## src/rtl/control_sequencer.sv

```systemverilog
// rtl/control_sequencer.sv - hardwired Moore control sequencer (fetch T0-T2, execute T3-T7); optional CTRL_SINGLE_STEP_EN
module control_sequencer #(
    parameter int OPC_LSB = 27,
    parameter int ALUOP_W = 4
) (
    input  logic               Clock,
    input  logic               Reset,
    input  logic [31:0]        IR,
    input  logic               CON,
    input  logic               Stop,
`ifdef CTRL_SINGLE_STEP_EN
    input  logic               Step,
`endif
    output logic               Run,
    output logic               InstrDone,
    output logic [ALUOP_W-1:0] AluOp,
    output logic               PCin, MDRin, Zin, Yin, MARin, IRin, CONin, HIin, LOin, OUTPORTin,
    output logic               PCout, MDRout, ZLOout, ZHIout, HIout, LOout, INPORTout, Cout,
    output logic               Gra, Grb, Grc, Rin, Rout, BAout,
    output logic               Read, IncPC, write
);

    localparam logic [4:0] OP_LD   = 5'b00000, OP_LDI  = 5'b00001, OP_ST   = 5'b00010;
    localparam logic [4:0] OP_ADD  = 5'b00011, OP_SUB  = 5'b00100, OP_AND  = 5'b01010;
    localparam logic [4:0] OP_OR   = 5'b01011, OP_ADDI = 5'b01100, OP_BR   = 5'b10011;
    localparam logic [4:0] OP_JR   = 5'b10100, OP_IN   = 5'b10110, OP_OUT  = 5'b10111;
    localparam logic [4:0] OP_MFHI = 5'b11000, OP_MFLO = 5'b11001, OP_HALT = 5'b11011;

    typedef enum logic [3:0] {
        RST_S, T0, T1, T2, T3, T4, T5, T6, T7, HALTED, PAUSE
    } state_t;

    state_t     state, state_nx;
    logic [4:0] opc_q;
    logic [4:0] op;
    logic       stop_pend;
    logic       stop_now;
    logic       done;
    logic       is_alu, is_imm, is_mem, is_br;
    logic       unused_ir_bits;

    // Only the opcode field is decoded; register fields are consumed by the datapath.
    assign unused_ir_bits = ^IR;

    // State register; reset aborts any instruction immediately.
    always_ff @(posedge Clock or posedge Reset) begin
        if (Reset) state <= RST_S;
        else       state <= state_nx;
    end

    // Opcode is captured at the end of T3 and held for the remaining execute steps.
    always_ff @(posedge Clock or posedge Reset) begin
        if (Reset)            opc_q <= 5'd0;
        else if (state == T3) opc_q <= IR[OPC_LSB +: 5];
    end

    // Sticky halt request; only reset clears it.
    always_ff @(posedge Clock or posedge Reset) begin
        if (Reset)     stop_pend <= 1'b0;
        else if (Stop) stop_pend <= 1'b1;
    end

    // Next-state and control-line decode from the present state.
    always_comb begin
        state_nx  = state;
        done      = 1'b0;
        AluOp     = '0;
        {PCin, MDRin, Zin, Yin, MARin, IRin, CONin, HIin, LOin, OUTPORTin} = '0;
        {PCout, MDRout, ZLOout, ZHIout, HIout, LOout, INPORTout, Cout}     = '0;
        {Gra, Grb, Grc, Rin, Rout, BAout}                                  = '0;
        {Read, IncPC, write}                                               = '0;

        // In T3 the opcode register is still loading, so decode straight from IR.
        op       = (state == T3) ? IR[OPC_LSB +: 5] : opc_q;
        stop_now = stop_pend | Stop;
        is_alu   = (op == OP_ADD) || (op == OP_SUB) || (op == OP_AND) || (op == OP_OR);
        is_imm   = (op == OP_ADDI) || (op == OP_LDI);
        is_mem   = (op == OP_LD) || (op == OP_ST);
        is_br    = (op == OP_BR);

        case (state)
            RST_S: state_nx = T0;
            T0: begin
                PCout = 1'b1; MARin = 1'b1;
                state_nx = T1;
            end
            T1: begin
                Read = 1'b1; MDRin = 1'b1; IncPC = 1'b1; PCin = 1'b1;
                state_nx = T2;
            end
            T2: begin
                MDRout = 1'b1; IRin = 1'b1;
                state_nx = T3;
            end
            T3: begin
                state_nx = T4;
                if (is_alu || is_imm || is_mem) begin
                    Grb   = 1'b1;
                    Yin   = 1'b1;
                    Rout  = is_alu || (op == OP_ADDI);
                    BAout = is_mem || (op == OP_LDI);
                end else if (is_br) begin
                    Gra = 1'b1; Rout = 1'b1; CONin = 1'b1;
                end else begin
                    done = 1'b1;
                    case (op)
                        OP_JR:   begin Gra = 1'b1; Rout = 1'b1; PCin = 1'b1; end
                        OP_IN:   begin INPORTout = 1'b1; Gra = 1'b1; Rin = 1'b1; end
                        OP_OUT:  begin Gra = 1'b1; Rout = 1'b1; OUTPORTin = 1'b1; end
                        OP_MFHI: begin HIout = 1'b1; Gra = 1'b1; Rin = 1'b1; end
                        OP_MFLO: begin LOout = 1'b1; Gra = 1'b1; Rin = 1'b1; end
                        default: ;
                    endcase
                end
            end
            T4: begin
                state_nx = T5;
                if (is_alu) begin
                    Grc = 1'b1; Rout = 1'b1; Zin = 1'b1;
                    case (op)
                        OP_SUB:  AluOp = ALUOP_W'(1);
                        OP_AND:  AluOp = ALUOP_W'(2);
                        OP_OR:   AluOp = ALUOP_W'(3);
                        default: AluOp = ALUOP_W'(0);
                    endcase
                end else if (is_imm || is_mem) begin
                    Cout = 1'b1; Zin = 1'b1;
                end else if (is_br) begin
                    PCout = 1'b1; Yin = 1'b1;
                end else begin
                    state_nx = T0;
                end
            end
            T5: begin
                state_nx = T6;
                if (is_alu || is_imm) begin
                    ZLOout = 1'b1; Gra = 1'b1; Rin = 1'b1;
                    done = 1'b1;
                end else if (is_mem) begin
                    ZLOout = 1'b1; MARin = 1'b1;
                end else if (is_br) begin
                    Cout = 1'b1; Zin = 1'b1;
                end else begin
                    state_nx = T0;
                end
            end
            T6: begin
                state_nx = T7;
                if (op == OP_LD) begin
                    Read = 1'b1; MDRin = 1'b1;
                end else if (op == OP_ST) begin
                    Gra = 1'b1; Rout = 1'b1; MDRin = 1'b1;
                end else if (is_br) begin
                    ZLOout = 1'b1; PCin = CON;
                    done = 1'b1;
                end else begin
                    state_nx = T0;
                end
            end
            T7: begin
                done = 1'b1;
                if (op == OP_LD) begin
                    MDRout = 1'b1; Gra = 1'b1; Rin = 1'b1;
                end else if (op == OP_ST) begin
                    write = 1'b1;
                end
            end
            HALTED: state_nx = HALTED;
`ifdef CTRL_SINGLE_STEP_EN
            PAUSE: begin
                if (stop_now)  state_nx = HALTED;
                else if (Step) state_nx = T0;
            end
`endif
            default: state_nx = RST_S;
        endcase

        if (done) begin
            if (stop_now || (op == OP_HALT)) state_nx = HALTED;
`ifdef CTRL_SINGLE_STEP_EN
            else                             state_nx = PAUSE;
`else
            else                             state_nx = T0;
`endif
        end

        InstrDone = done;
        Run       = !((state == RST_S) || (state == HALTED) || (state == PAUSE));
    end

endmodule

```

## config.mk

```make
export PLATFORM = sky130hd
export DESIGN_NAME = control_sequencer
export DESIGN_NICKNAME = d
export VERILOG_FILES = /design/src/rtl/control_sequencer.sv
export SDC_FILE = /design/constraint.sdc
export NUM_CORES = 1
export LEC_CHECK = 0
export ABC_AREA = 1
export CAP_MARGIN = 20
export CORE_UTILIZATION = 41
export CTS_CLUSTER_SIZE = 24
export DETAILED_ROUTE_END_ITERATION = 8
export GPL_TIMING_DRIVEN = 0
export PLACE_DENSITY = 0.9
export SLEW_MARGIN = 20
export SYNTH_ARGS = -nofsm -noshare
export SYNTH_HDL_FRONTEND = slang
export SYNTH_SLANG_ARGS = --single-unit
```

## constraint.sdc

```tcl
create_clock -name Clock -period 5.3 [get_ports Clock]
set_clock_uncertainty 0.15 [all_clocks]
set_input_delay 1.06 -clock Clock [delete_from_list [all_inputs] [get_ports Clock]]
set_output_delay 1.06 -clock Clock [all_outputs]
set_load 0.005 [all_outputs]
```

---- After elaboration in Yosys (flattened, before gate mapping) ----
Cells that the tools add are included.
word-level totals
  register bits ........................... 10
  bits of input ports ..................... 36
  logic and storage cells ................. 140
cells by class
  reduce and logical (&&, ||, !) cells .... 19
  muxes and demuxes ....................... 92
  bitwise logic cells ..................... 1
  equal/unequal tests ..................... 25
operator list
  cell                  count
  $mux W1               62
  $pmux W4 S10          1
  $eq A5 B5 Y1 const B  7
  $mux W4               5
  $mux W3               6
  $pmux W1 S2           9
  $eq A4 B3 Y1 const B  4
  $eq A5 B4 Y1 const B  3
  $logic_or A1 B1 Y1    13
  $eq A4 B4 Y1 const B  3
  $eq A5 B2 Y1 const B  2
  $pmux W1 S3           3
  $eq A4 B2 Y1 const B  2
  $pmux W1 S4           2
  $pmux W2 S3           1
  $eq A5 B1 Y1 const B  1
  $eq A5 B3 Y1 const B  1
  $logic_not A5 Y1      1
  $mux W5               1
  $reduce_or A5 Y1      1
  $eq A4 B1 Y1 const B  1
  $logic_not A4 Y1      1
  $mux W2               2
  $reduce_or A3 Y1      1
  other kinds (4)       4

---- Logic depth before layout (Yosys ltp) ----
Gate-level depths: netlist of the first run.
  depth after elaboration ................. 11
  gate-level depth with buffers ........... 15
  mapped depth without buffers ............ 15

---- Worst setup path before layout of the first run ----
OpenSTA, ideal clock, no wires.
  path type ............................... input -> output
  start point ............................. input IR[28]
  end point ............................... output Rin
  required time ........................... 4.090 ns
  cell stages on the path ................. 10
  arrival ................................. 2.008 ns
  setup slack ............................. 2.082 ns
  buffers on the path ..................... 0
  cells stage by stage .................... nand3_1 -> nand2_2 -> nand2_2 -> inv_2 -> nand3_1 -> nand3_2 -> o21ai_2 -> inv_2 -> nor2_1 -> o21ai_1
on the way
  longest elaborated chain between the ends .. 9
  elaborated cells between the ends (all ways) .. 27
  classes of those cells .................. eq/ne: 11; mux: 7; reduce/logical: 9
RTL lines
  item                                                  RTL line  text
  start: declaration                                    8         input logic [31:0] IR,
  $mux W5 (*)                                           --
  net op[1]                                             35        logic [4:0] op;
  branches (longest 7 deep; another with $eq A5 B5 Y1)  --
  $pmux W1 S3 (*)                                       81        case (state)
  end: declaration                                      19        output logic Gra, Grb, Grc, Rin, Rout, BAout,
Mark *: on every way through the listed nets, which the timed path passes.

---- Final worst setup path of the first run ----
  start point ............................. input IR[28]
  end point ............................... output CONin
on the way
  longest elaborated chain between the ends .. 9
  elaborated cells between the ends (all ways) .. 20
  classes of those cells .................. eq/ne: 8; mux: 4; reduce/logical: 8
RTL lines
  item                                                 RTL line  text
  $mux W5 (*)                                          --
  net op[1]                                            35
  $eq A5 B2 Y1 / $eq A5 B3 Y1 (equally long branches)  76        is_alu = (op == OP_ADD) || (op == OP_SUB) || (op == OP_AND) || (op == OP_OR);
  $logic_or A1 B1 Y1 (3 in series)                     76
  $logic_or A1 B1 Y1 (2 in series)                     97        if (is_alu || is_imm || is_mem) begin
  $mux W1 (*)                                          97
  $mux W1 (*)                                          81
  end: declaration                                     17        output logic PCin, MDRin, Zin, Yin, MARin, IRin, CONin, HIin, LOin, OUTPORTin,
Mark *: on every way through the listed nets, which the timed path passes. The rest lies on a longest branch.

==> results.cfg, run 1 <==
[worst_setup_path]
crit_path_top_delay_cell = clkdlybuf4s50_1
critPathBufInv = 4
critPathCaptureType = output port
critical_path.top_delay_family = buffers and inverters
crit_path_max_fanout = 7
path_common_cell = nand2_2
cp-start-kind = input pin
critPathKind = input pin to output port
cp_data_arrival_time_ps = 3140
worstPathRequired_ps = 4090
path_cells = clkdlybuf4s50_1 -> nand3_1 -> nand2_2 -> nand2_2 -> inv_2 -> nand2_2 -> nor2_8 -> inv_1 -> nor4_1 -> clkdlybuf4s50_1
slowest_delay_ps = 570

[die]
design.die.area_mm2 = 0.003077
die_x_um = 55.48
die_h_um = 55.48
initial_core_util_pct = 42.88
coreArea_mm2 = 0.002734
io_pins = 69
rows = 19

[cts]
cts_buffer_depth = 2
postCtsResizedCells = 0
insertion_delay_ps = 260
cts_tree = done
cts-buffers-inserted = 3
cts-root-buf = clkbuf_4
post_cts_buffers = 0
htree_levels = 1
cts_sinks = 10
clkTransAtPathRegs_ps = 60
hold_buffers = 0

[cells_and_area]
syn2layout_area_growth_pct = 37.25
nNetsFinal = 271
drive_gt1_share_pct = 19.31
fillerInstances = 273
final-instance-count-excl-fill = 264
diodes = 0

[synth]
synth_area_per_cell_um2 = 6.170
synth_area_leaders = dfrtp_1, nand2_1, nor2_1
ys.flop_type = dfrtp_1
synth_top_area_share_pct = 21.34
synth_edf_count = 0
yosys-top-cells-count = nand2_1, nor2_1, inv_1
yosys_warnings = 0
syn-instance-count = 190
netlist_area_mm2 = 0.001172
synth_most_common_cell = nand2_1
async_flop_share_pct = 100.0
yosysUniqueCellTypes = 29
synth_largest_area_cell = dfrtp_1
ys_seq_area_share_pct = 21.34
synth-seq-cells = 10

[detailed_routing]
avgRoutedWirePerCell_um = 11.69
finalWirelength_mm = 3.085
vias = 1322
drc_errors = 0
dr.first_iter.drc_count = 74
via_per_inst = 5.008
ant_nets = 0
drt_pass1_iterations = 5

[power]
leakage_nw = 0.8200
powerDensity_mw_per_mm2 = 487.4
seq_power_share_pct = 16.7
p_sw_share_pct = 54.71
p_int_mw = 0.3552
p_sw_mw = 0.4291
clkPwrFrac_pct = 6.3
max-vdd-ir-drop_mv = 0.3128
power_frac_comb_pct = 77.0

[sta]
finalHoldViolCount = 0
final-max-slew-violation-count = 0
period_share_pct = 81.98
setup_viol = 0
fin_tns_setup_ps = 0
rsz0062_at_grt = false
fmax_mhz = 230.1
fin_crit_ps = 4345

[placement]
dp.cells = 261
gp_congestion = 0.9328
dp_hpwl_mm = 2.498
io_buffers = 36

[global_routing]
grt_pass1_wl_mm = 5.043
grt_pass1_vias = 1209
grt_util_all_layers_pct = 20.09
antenna_found_initial = 0
globalRouteOverflowTotal = 0
grt_max_degree = 11

[hold_path]
hp-class = register to register

[run]
cap_violations = 0

[status]
outcome = finished clean
-- final cells by class --
cell class	instances	area (µm²)	area share [%]
timing repair buffer	36	360.3	22.40
clock buffer	3	22.52	1.400
sequential	10	250.2	15.55
inverter	32	120.1	7.465
buffer	6	48.80	3.033
multi-input combinational	146	768.2	47.75
tap	31	38.79	2.411
-- kinds of logic after synthesis --
kind of cell           after synthesis  share of synthesized area, %
AND/OR/NAND/NOR                    121                         53.04
buffers and inverters               38                         14.41
AO/OA/AOI/OAI                       20                         10.89
flip-flops                          10                         21.34
other                                1                        0.3199
-- stage by stage --
step | hold WS (ps) | worst slack [ps] | instance area, µm² | power (mW) | util, %
floorplan | 272.9 | 2082 | 1187 | 0.5447 | -
finish | 317.5 | 955.0 | 1609 | 0.7842 | 58.86
global route | 355.1 | 834.4 | 1609 | 0.8494 | 58.86
CTS | 328.0 | 971.3 | 1609 | 0.7791 | 58.86
global placement | 287.9 | 981.8 | 1587 | 0.7109 | 58.03
detailed placement | 314.4 | 980.5 | 1587 | 0.7273 | 58.03
-- power by group through the flow --
stage                     Combinational [mW]  Sequential, mW  Clock, mW
after CTS                              0.599           0.130     0.0502
after detailed placement               0.596           0.131          0
final                                  0.604           0.131     0.0492
after floorplan                        0.419           0.126          0
after global placement                 0.582           0.129          0
after global routing                   0.660           0.135     0.0547
-- cells in the final DEF, fill, tap and decap left out, types with 2 or more instances in the layout --
master | synthesis | layout
a21oi_1 | 5 | 5
buf_4 | 5 | 5
clkbuf_4 | 0 | 3
clkdlybuf4s50_1 | 0 | 36
conb_1 | 1 | 5
dfrtp_1 | 10 | 10
inv_1 | 26 | 26
inv_2 | 6 | 6
nand2_1 | 43 | 43
nand2_2 | 10 | 10
nand2_4 | 2 | 2
nand3_1 | 14 | 14
nand3_2 | 4 | 4
nand4_1 | 3 | 3
nor2_1 | 31 | 31
nor2_2 | 5 | 5
nor2_4 | 3 | 3
nor2_8 | 2 | 2
o21ai_0 | 4 | 4
o21ai_1 | 4 | 4
o21ai_2 | 2 | 2
-- registers in the layout (all words and copies together), names as in the netlist --
signal,flops
opc_q,5
state,4
stop_pend,1
-- layer usage --
metal | vias to the layer above | track usage, % | wire length (µm)
li1 | 674 | - | -
met1 | 594 | 25.11 | 1384
met2 | 49 | 35.97 | 1507
met3 | 5 | 3.747 | 177
met4 | 0 | 3.929 | 15
met5 | - | 0 | 0
-- final timing paths --
check	depth (start not counted)	slack (ps)	endpoint	from
setup reg to reg	12	3080	state[3]	state[1]
hold / removal	1	320	stop_pend	stop_pend
hold reg to reg	1	320	stop_pend	stop_pend
setup / recovery	10	950	CONin	IR[28]
max in group asynchronous	2	3800	opc_q[1]	Reset
min in group asynchronous	2	930	opc_q[0]	Reset
(Power assumes the default switching activity.)
==> run 2: changes to the inputs <==
--- a/config.mk
+++ b/config.mk
@@ -7,11 +7,11 @@
 export LEC_CHECK = 0
 export ABC_AREA = 1
 export CAP_MARGIN = 20
-export CORE_UTILIZATION = 41
+export CORE_UTILIZATION = 34
 export CTS_CLUSTER_SIZE = 24
 export DETAILED_ROUTE_END_ITERATION = 8
 export GPL_TIMING_DRIVEN = 0
-export PLACE_DENSITY = 0.9
+export PLACE_DENSITY = 0.8
 export SLEW_MARGIN = 20
 export SYNTH_ARGS = -nofsm -noshare
 export SYNTH_HDL_FRONTEND = slang
==> constraint.sdc (replaced) <==
create_clock -name Clock -period 3.77 [get_ports Clock]
set_clock_uncertainty 0.15 [all_clocks]
set_input_delay 0.754 -clock Clock [delete_from_list [all_inputs] [get_ports Clock]]
set_output_delay 0.754 -clock Clock [all_outputs]
set_load 0.005 [all_outputs]
==> run 2 against run 1 <==
Against the previous run:
- final cell count up 5.7%
- non-clock buffer count up 2
- largest power group unchanged
- cell area up 5.1%
- global-route usage down 2.2 points
- via count up 0.83%
- sequential power up 39%
- hold slack worse by 9.4 ps
- register-to-register slack worse by 1600 ps
- critical path depth up 1
- die area up 20%
==> results.cfg, run 2 (synthesis results as in run 1) <==
[cells_and_area]
largest_register_ffs = 5
top_regs = opc_q x5, state x4, stop_pend x1
nNetsFinal = 273
diodes = 0
layout_common_cells = nand2_1, clkdlybuf4s50_1, nor2_1
fillerInstances = 325
syn2layout_area_growth_pct = 44.18
fin_util_pct = 53.61
top_register = opc_q
drive_gt1_share_pct = 21.28
stdcell_area_mm2 = 0.001690
layout_commonest_cell = nand2_1

[worst_setup_path]
critPathCaptureType = output port
critPathKind = input pin to output port
critPathBufInv = 3
crit_path_top_delay_cell = clkdlybuf4s50_1
cp-start-kind = input pin
worstPathRequired_ps = 2870
critical_path.top_delay_family = buffers and inverters
crit_path_max_fanout = 7
path_cells = clkdlybuf4s50_1 -> nand3_1 -> nand2_4 -> nor2_4 -> nand3_1 -> nand3_4 -> o21ai_4 -> inv_2 -> nor2_1 -> o21ai_1 -> clkdlybuf4s50_1
slowest_delay_ps = 460
cp_data_arrival_time_ps = 2790

[sta]
fin_tns_setup_ps = 0
final-max-slew-violation-count = 0
period_share_pct = 97.99
fmax_mhz = 270.7
fin_crit_ps = 3694
finalHoldViolCount = 0
holdWs_ps = 308.1
setup_viol = 0

[power]
post-layout-total-power_mw = 1.164
max-vdd-ir-drop_mv = 0.3089
leakage_nw = 0.8364
powerDensity_mw_per_mm2 = 688.6

[cts]
cts_tree = done
cts_sinks = 10
insertion_delay_ps = 260
clkTransAtPathRegs_ps = 60
cts_buffer_depth = 2
cts-root-buf = clkbuf_4
hold_buffers = 0
cts-buffers-inserted = 3
htree_levels = 1

[global_routing]
globalRouteOverflowTotal = 0
grt_max_degree = 11
antenna_found_initial = 0
grt_pass1_vias = 1180
grt_util_all_layers_pct = 17.91
grt_pass1_wl_mm = 4.919

[hold_path]
hp-class = register to register

[die]
design.die.area_mm2 = 0.003687
initial_core_util_pct = 37.18
coreArea_mm2 = 0.003153
die_x_um = 60.72
io_pins = 69
die_h_um = 60.72
rows = 20

[placement]
io_buffers = 36
place_area_mm2 = 0.001603
dp_hpwl_mm = 2.529
gp_congestion = 0.8929

[detailed_routing]
drc_errors = 0
avgRoutedWirePerCell_um = 11.30
via_per_inst = 4.778
dr.first_iter.drc_count = 48
finalWirelength_mm = 3.153
vias = 1333
ant_nets = 0
drt_pass1_iterations = 4

[run]
cap_violations = 0

[status]
outcome = finished clean
run 2: per-stage QoR:
stage               worst slack (ps)  std cells
detailed placement           -0.1243        274
CTS                            34.65        277
global placement               40.51        274
finish                         75.65        279
global route                  -3.411        279
floorplan                       1164        194
run 2: routing by layer:
| layer | part of all wire (%) | GRT usage (%) |
|---|---|---|
| met1 | 41 | 22.19 |
| met4 | 1.5 | 5.844 |
| met2 | 51 | 30.77 |
| met5 | 0 | 0 |
| met3 | 6.4 | 4.051 |
run 2: worst reg2reg max path, cell delays in order (launching register included):
cell,delay [ps]
dfrtp_1,430
nor2_2,250
nand2_4,130
buf_6,170
nand2_1,70
nand2_2,80
nand4_1,210
nand2_1,140
nor2_4,200
nand2_1,110
a21oi_1,140
nor2_1,60
run 2: power breakdown:
part | internal (mW) | switching (mW)
clock network | 0.0368 | 0.0340
logic | 0.343 | 0.568
registers | 0.152 | 0.0303
run 2: path summary, 6_finish.rpt:
path                           start         to  slack, ps  depth (start not counted)
min reg2reg                stop_pend  stop_pend        310                          1
max                           IR[30]        Rin         80                         11
min                        stop_pend  stop_pend        310                          1
max in group asynchronous      Reset   opc_q[2]       2590                          2
min in group asynchronous      Reset   opc_q[0]        620                          2
max reg2reg                 state[1]   state[1]       1520                         11
run 2: final cells by class:
class	instances	area [µm²]	share of cell area (%)
buffer	6	48.80	2.887
inverter	32	120.1	7.106
sequential	10	250.2	14.80
timing repair buffer	38	375.4	22.21
clock buffer	3	22.52	1.332
multi-input combinational	146	818.3	48.41
tap	44	55.05	3.257
run 2: timing repair:
action | 4_1_cts | 5_1_grt
setup endpoints to repair | 1 | 9
buffers inserted | 0 | 2
pin swaps | 0 | 3
gates resized for setup | 1 | 8
==> run 3: changes to the inputs <==
--- a/config.mk
+++ b/config.mk
@@ -16,3 +16,4 @@
 export SYNTH_ARGS = -nofsm -noshare
 export SYNTH_HDL_FRONTEND = slang
 export SYNTH_SLANG_ARGS = --single-unit
+export TNS_END_PERCENT = 50
==> results of run 3 <==
No change in the layout: final DEF, timing and power equal those of run 2.
